`src/rtl/dptr_seq_pkg.sv`:
```
// dptr_seq_pkg: opcodes, NOP word and FSM state encodings shared by the instruction sequencer
package dptr_seq_pkg;
    localparam logic [5:0]  OP_BZ     = 6'h04;
    localparam logic [5:0]  OP_HALT   = 6'h3F;
    localparam logic [31:0] NOP_INSTR = 32'h0000_0000;
    typedef enum logic [1:0] {
        S_IDLE  = 2'd0,
        S_RUN   = 2'd1,
        S_DRAIN = 2'd2
    } state_t;
endpackage

```
`src/rtl/instr_buf.sv`:
```
// instr_buf: DEPTH x 32 program RAM, synchronous write, asynchronous read
module instr_buf #(
    parameter int DEPTH = 64,
    parameter int AW    = 6
) (
    input  logic          clk,
    input  logic          we,
    input  logic [AW-1:0] waddr,
    input  logic [31:0]   wdata,
    input  logic [AW-1:0] raddr,
    output logic [31:0]   rdata
);
    logic [31:0] mem [DEPTH];
    always_ff @(posedge clk)
        if (we) mem[waddr] <= wdata;
    assign rdata = mem[raddr];
endmodule

```
`src/rtl/instr_sequencer.sv`:
```
// instr_sequencer: loads a program, issues one word per cycle to the datapath, resolves BZ/HALT locally
module instr_sequencer
    import dptr_seq_pkg::*;
#(
    parameter int DEPTH = 64,
    parameter int AW    = 6
) (
    input  logic          clk,
    input  logic          rst,
    input  logic          load_valid,
    output logic          load_ready,
    input  logic [31:0]   load_data,
    input  logic          clr_prog,
    input  logic          start,
    input  logic          ZF,
    output logic [31:0]   Instr,
    output logic [AW-1:0] pc,
    output logic          busy,
    output logic          done,
    output logic [15:0]   cycles
);
    state_t        state;
    logic [AW:0]   prog_len;
    logic          issue_q, zf_q;
    logic [31:0]   w;
    logic          hs, halt, is_bz, zf_eff;
    logic [AW-1:0] waddr, pc_inc, bz_target;

    assign load_ready = !rst && state == S_IDLE && prog_len != (AW+1)'(DEPTH);
    assign hs         = load_valid && load_ready;
    assign waddr      = clr_prog ? '0 : prog_len[AW-1:0];
    assign halt       = {1'b0, pc} >= prog_len || w[31:26] == OP_HALT;
    assign is_bz      = w[31:26] == OP_BZ;
    // ZF is only meaningful while a real instruction sits on Instr; otherwise use the held copy
    assign zf_eff     = issue_q ? ZF : zf_q;
    assign pc_inc     = pc + AW'(1);
    assign bz_target  = pc_inc + w[AW-1:0];
    assign busy       = state != S_IDLE;

    instr_buf #(.DEPTH(DEPTH), .AW(AW)) u_buf (
        .clk   (clk),
        .we    (hs),
        .waddr (waddr),
        .wdata (load_data),
        .raddr (pc),
        .rdata (w)
    );

    always_ff @(posedge clk) begin
        if (rst) begin
            state    <= S_IDLE;
            Instr    <= NOP_INSTR;
            pc       <= '0;
            done     <= 1'b0;
            cycles   <= '0;
            prog_len <= '0;
            issue_q  <= 1'b0;
            zf_q     <= 1'b0;
        end else begin
            issue_q <= 1'b0;
            done    <= 1'b0;
            if (issue_q) zf_q <= ZF;
            case (state)
                S_IDLE: begin
                    if (hs) prog_len <= (clr_prog ? '0 : prog_len) + (AW+1)'(1);
                    else if (clr_prog) prog_len <= '0;
                    if (start) begin
                        state  <= S_RUN;
                        pc     <= '0;
                        cycles <= '0;
                    end
                end
                S_RUN: begin
                    if (cycles != 16'hFFFF) cycles <= cycles + 16'd1;
                    if (halt) begin
                        Instr <= NOP_INSTR;
                        state <= S_DRAIN;
                    end else if (is_bz) begin
                        Instr <= NOP_INSTR;
                        pc    <= zf_eff ? bz_target : pc_inc;
                    end else begin
                        Instr   <= w;
                        pc      <= pc_inc;
                        issue_q <= 1'b1;
                    end
                end
                S_DRAIN: begin
                    Instr <= NOP_INSTR;
                    state <= S_IDLE;
                    done  <= 1'b1;
                end
                default: state <= S_IDLE;
            endcase
        end
    end
endmodule

```
`config.mk`:
```
export PLATFORM = sky130hd
export DESIGN_NAME = instr_sequencer
export DESIGN_NICKNAME = d
export VERILOG_FILES = /design/src/rtl/dptr_seq_pkg.sv /design/src/rtl/instr_buf.sv /design/src/rtl/instr_sequencer.sv
export SDC_FILE = /design/constraint.sdc
export NUM_CORES = 2
export LEC_CHECK = 0
export CAP_MARGIN = 40
export CORE_UTILIZATION = 50
export DETAILED_ROUTE_END_ITERATION = 8
export PLACE_DENSITY = 0.72
export SLEW_MARGIN = 30
export SYNTH_ARGS = -nofsm -noshare
export SYNTH_HDL_FRONTEND = slang
export SYNTH_SLANG_ARGS = --single-unit
```
`constraint.sdc`:
```
create_clock -name clk -period 6.9 [get_ports clk]
set_clock_uncertainty 0.2 [all_clocks]
set_input_delay 2.07 -clock clk [delete_from_list [all_inputs] [get_ports clk]]
set_output_delay 2.07 -clock clk [all_outputs]
set_load 0.1 [all_outputs]
```
# After elaboration in Yosys (flattened, before gate mapping)
# Memory sizes are Yosys's and may differ from the RTL's. A register that Yosys moved wholly into a read port is not among the register bits.
# Cells that the tools add are included.
# word_totals
mem_bits_ro	0
latchBits	0
memories	1
reg_bits	66
word_cells	62
in_bits	38
mem_bits_rw	2048
output_inout_bits	57
# op_classes
n_reduce_logical	13
bitwise	1
shift	0
n_addsub	4
n_eq_ne	10
mul	0
n_div	0
n_mux	24
order_cmp	1
# memory_table
memory	depth	width	read_ports	rd_ports_with_merged_regs	wr	line	rtl
u_buf.mem	64	32	1	1	1	instr_buf.sv:13	logic [31:0] mem [DEPTH];
# op_table
operator	n
32-bit 2-to-1 mux	2
32-bit one-hot mux with 2 select lines	1
6-bit 2-to-1 mux	7
16-bit 2-to-1 mux	2
16-bit one-hot mux with 2 select lines	1
16-bit by 1-bit adder with 16-bit output (second input constant)	1
16-bit inequality test (second input constant)	1
7-bit 2-to-1 mux	2
6-bit one-hot mux with 2 select lines	1
2-bit inequality test (second input constant)	4
7-bit by 1-bit adder with 7-bit output (second input constant)	1
6-bit by 7-bit >= comparator with 1-bit output	1
7-bit inequality test (second input constant)	1
6-bit by 1-bit adder with 6-bit output (second input constant)	1
6-bit adder	1
6-bit by 3-bit == test with 1-bit output (second input constant)	1
6-bit == test (second input constant)	1
3-bit AND reduction	2
2-bit nonzero test	3
1-bit 2-to-1 mux	5
2-bit 2-to-1 mux	2
2-bit one-hot mux with 2 select lines	1
1-bit logical AND	3
3-bit OR reduction	1
other kinds (7)	7

# Longest topological paths before layout
# logic_depth
ltp_word	8
depth_mapped	21
ltp_nobuf	14

# Modules after synthesis
# From an unflattened synthesis, not the netlist that was laid out.
# unflattened
cells_unflattened	3628
hier_area_um2	81031.5
# modules_own_cells
mod	cells_each	seq_area_each_um2	area_per_inst_um2	n_inst
instr_buf	3292	61499.0	77874.7	1
instr_sequencer	336	1321.3	3156.8	1

# Worst setup path before layout
# Ideal clock, no wire load.
# synth_timing
kind	input to register
from	input rst
to	memory u_buf.mem[31][0] (enable)
path_slack_ns	-1.194
required_ns	6.277
path_stages	6
n_path_buf	1
t_arrival_ns	7.471
path_cell_list	clkbuf_1 > a311oi_1 > nand2_1 > nor3_1 > nand3_1 > nor2_1
# synth_between
elab_chain_cells	6
# synth_rtl
item	line	rtl
from (decl)	instr_sequencer.sv:9	input logic rst,
1-bit zero test	instr_sequencer.sv:29	assign load_ready = !rst && state == S_IDLE && prog_len != (AW+1)'(DEPTH);
1-bit logical AND (2 in series)	instr_sequencer.sv:29	
net load_ready	instr_sequencer.sv:11	output logic load_ready,
1-bit logical AND	instr_sequencer.sv:30	assign hs = load_valid && load_ready;
1-bit 2-to-1 mux	instr_buf.sv:15	if (we) mem[waddr] <= wdata;
1-bit 2-to-1 mux (implied by the code)	instr_buf.sv:15	
to (decl)	instr_buf.sv:13	
# The timed path passes the listed nets, and every way through them passes these cells.

# Final worst setup path
# layout_timing
from	input rst
to	output load_ready
# layout_between
elab_chain_cells	3
# layout_rtl
item	line
1-bit zero test	instr_sequencer.sv:29
1-bit logical AND (2 in series)	instr_sequencer.sv:29
to (decl)	instr_sequencer.sv:11
# No other way between the ends.

==> results.md <==
- The number of filler instances in the final layout is 11.02k.
- At the pin with the least slew margin, the transition time is 904.4 ps.
- The detail route stage leaves a number of antenna-violating nets equal to 0.
- The count of final max-slew check failures is 0.
- The via count of the first global-routing pass was about 39k.
- The synthesized design contains 2048 enable-type register cells.
- The horizontal die dimension is 404.5 microns.
- For this run, design rule violations remaining after detail routing come to 0.
- Before CTS, the worst setup slack after placement is 1144 ps.
- STA classifies the critical path endpoint as a primary output.
- The max-slew headroom at the worst pin is 39.56%.
- The worst hold path endpoint is Instr[31]$_SDFFE_PP0P_.
- The number of primary I/O pins is between 90 and 100.
- The depth of the CTS H-tree is 4.
- The die covers 163600 sq um.
- The post-synthesis register bit count is 2120.
- Across the run, the number of max-cap violations was 0.
- In this run the worst path has a maximum fanout of 17.
- Clock-pin slew was measured on the worst setup and hold paths at 60 ps.
- The core box area is between 150000 and 200000 sq um.
- Measured along the y axis, the die boundary spans roughly 400 microns.
- The final critical path time including I/O delays and setup is 5665 ps.
- The library cells used most frequently in the layout, excluding fill and tap cells, are 2048 x sky130_fd_sc_hd__edfxtp_1, 627 x sky130_fd_sc_hd__mux4_2, 211 x sky130_fd_sc_hd__clkbuf_16.
- TritonCTS created 201 clock buffers.
- The family with the most delay on the worst path is buffers and inverters.
- Setup violations remaining at the end of the flow were counted as 0.
- TritonCTS built the clock tree.
- Dividing total power by cell area gives a power density of 276.4 nW/um^2.
- The run finished with clean final reports.
- The final hold violation count came to 0.
- At the worst endpoint, the required time is ~4600 ps.
- After detailed routing, the average wire length per cell comes to about 34 microns.
- The worst setup path is of the in2out kind.
- After the last flow step, the layout net total stands at 3772.
- For this block, the initial DRC count from the detailed router was 5559.
- The final critical path takes up 82.09% of the cycle.
- Global routing used between 20 and 30% of the available tracks.
- The routed via count divided by cell count is 6.474.
- The most common flop cell mapped by yosys is sky130_fd_sc_hd__edfxtp_1.
- The maximum number of pins on one net before global-route repair is 85.
- The number of vias after detailed routing is 39.16k.
- The initial core utilization is 50.39%.
- The total standard cell area after synthesis is slightly above 80000 sq um.
- The wire length of the first global-routing pass is 290.8 mm.
- During placement, the flow inserted port buffers numbering 94.
- The number of hold buffers added after CTS was 0.
- The worst hold slack is between 200 and 300 ps.
- The distinct cell type count of the synthesized netlist is 68.
- The area added between synthesis and finish is 15.67%.
- The buffer and inverter count on the worst path is 3.
- The post-synth net total is 3435.
- The reg-to-reg endpoint is pc[5]$_SDFFE_PP0N_.
- The layout cell share with drive strength beyond 1 is 32.36%.
- For this run the aggregate overflow at the end of global routing stands at 0.
- The number of optimization iterations in the first detailed-route pass is 8.
- The clock sink count is 2120.
- The post-CTS setup-driven buffer insertion count is 0.
- The synthesized netlist cell count is 3378.
- Counting cells, the worst reg-to-reg path comes to 15.
- The path class of the tightest hold or removal check is reg2reg.
- The hold path depth is 2.
- The detailed-route wire length is between 200 and 250 mm.
- Setup slack on the worst reg-to-reg path comes out at 1610 ps.
- The number of gates resized after CTS was 0.
- The leakage power figure is 28.36 nW.
- Setup repair after global routing left no endpoint under its margin.
- The cell repeated most along the worst path is sky130_fd_sc_hd__buf_4.
- Averaged over all synthesized cells, the footprint is 23.98 sq um.
- The post-layout worst setup margin is about 1200 ps.
- The insertion delay to the later sink of the worst-skew pair is approximately 840 ps.
- The critical path goes through clkdlybuf4s50_1 > buf_4 > a311oi_2 > buf_4.
- The post-DP HPWL is 114.1 mm.
- Data on the critical path arrives at its endpoint at approximately 3400 ps.
- The maximum single-stage delay on the critical path is roughly 400 ps.
- The master of the slowest instance on the critical path is sky130_fd_sc_hd__clkdlybuf4s50_1.
- The root buffer cell chosen for the clock tree is sky130_fd_sc_hd__clkbuf_16.
- The share of the Yosys chip area taken by registers is 77.70%.
- The warning count from the yosys run is 0.
- The number of antenna violations at the first check in global routing is 9.
- Across the VDD grid, the largest voltage drop is 0.2625 mV.
- The kind of start point of the critical path is an input port.
- The routability congestion estimate from global placement is 0.7963.
- In the synthesized netlist the async set-or-reset flop fraction comes to 0%.
- The deepest clock path buffer count is 3.
- The fraction of the core area covered by cells at the end of the flow is between 50% and 60%.
- The total number of placement rows is around 150.
- Timing would allow up to approximately 180 MHz.
- The worst hold path begins at Instr[31]$_SDFFE_PP0P_.
- The most common cell after layout, fill and taps aside is sky130_fd_sc_hd__edfxtp_1.
## through the flow
step,TNS [ps],cell area [sq um],total power [mW],std cells
after floorplan,-3533,81020,14.63,3378
after global placement,0,85440,14.91,5588
after detailed placement,0,86950,14.97,5668
after CTS,0,93660,25.99,6044
after global routing,0,93700,26.49,6049
final,0,93700,25.90,6049
## cell families (layout without fill, tap and decap cells)
| family | Yosys count | count (layout) | synth area share, % |
|---|---|---|---|
| DFF | 2120 | 2120 | 77.70 |
| muxes | 655 | 655 | 18.01 |
| and+or+nand+nor | 224 | 224 | 1.331 |
| buffers and inverters | 192 | 702 | 1.138 |
| AOI/OAI and AO/OA | 147 | 147 | 1.285 |
| xor gates and xnor gates | 21 | 21 | 0.2363 |
| adders and majority gates | 19 | 19 | 0.3027 |
| other | 0 | 1 | 0 |
## registers in the layout (all words and copies together) (netlist names), named ones only
| signal | cells |
|---|---|
| done | 1 |
| cycles | 16 |
| state | 2 |
| issue_q | 1 |
| zf_q | 1 |
| u_buf.mem | 2048 |
| prog_len | 7 |
| Instr | 32 |
| pc | 6 |
## cell type report
class	instances	area, sq um	share of cell area, %
diodes	1	2.502	0.002671
flip-flops and latches	2120	62960	67.19
repair buffers	302	3560	3.799
clock inverters	127	1281	1.367
clock buffers	249	5433	5.798
multi-input cells	1066	17670	18.86
inverters	24	97.59	0.1042
well taps	2160	2703	2.884
## Yosys cell counts, drive strengths merged, types with 3 or more instances
master	count	area, sq um
ha	18	225.2
inv	23	86.33
a21o	7	52.55
or2	3	18.77
mux2	8	90.08
o21ai	18	90.08
nand2b	5	31.28
a22oi	28	210.2
mux2i	9	90.09
a21oi	30	150.1
mux4	638	14410
a211oi	7	52.55
a22o	31	271.5
nand3	20	100.1
edfxtp	2048	61500
dfxtp	72	1441
a221oi	3	26.28
nor2b	8	50.05
or3	5	31.28
and2	4	25.02
nor2	103	389.1
nor4	6	80.07
nand2	43	161.4
xnor2	14	130.1
xor2	7	61.31
a31oi	5	31.28
clkbuf	75	281.5
buf	93	550.5
nor3	13	81.33
nand4	4	25.02
## where the power goes
| part | switching [mW] | internal [mW] |
|---|---|---|
| Clock | 4.78 | 6.42 |
| Sequential | 0.0144 | 14.1 |
| Combinational | 0.403 | 0.155 |
| Total | 5.20 | 20.7 |
## worst reg2reg max path, delay by kind of cell (launching register included)
kind	cells	cell delay [ps]
simple gates	4	440
buf+inv	2	710
compound gates	4	1200
xor+xnor	2	330
mux	2	1000
fa+ha+maj	1	430
flops	1	870
## worst max path at each step
stage          from                     endpoint  slack, ps  cells past startpoint
2_1_floorplan   rst   u_buf.mem[63][0]$_DFFE_PP_        -20                      6
3_3_place_gp    rst  u_buf.mem[13][23]$_DFFE_PP_        660                      9
6_report        rst                   load_ready       1240                      4
5_1_grt         rst                   load_ready       1210                      4
4_1_cts         rst                   load_ready       1260                      4
3_5_place_dp    rst  u_buf.mem[13][23]$_DFFE_PP_       1140                      9
## per-layer routing
layer	part of all wire [%]	vias to the layer above	global-route usage, %
met1	37	20930	35.12
met4	3.4	8	8.646
li1	-	15240	-
met3	11	395	6.430
met5	0.023	-	0
met2	48	2585	39.88
No activity file was read; power rests on OpenSTA's default activity.
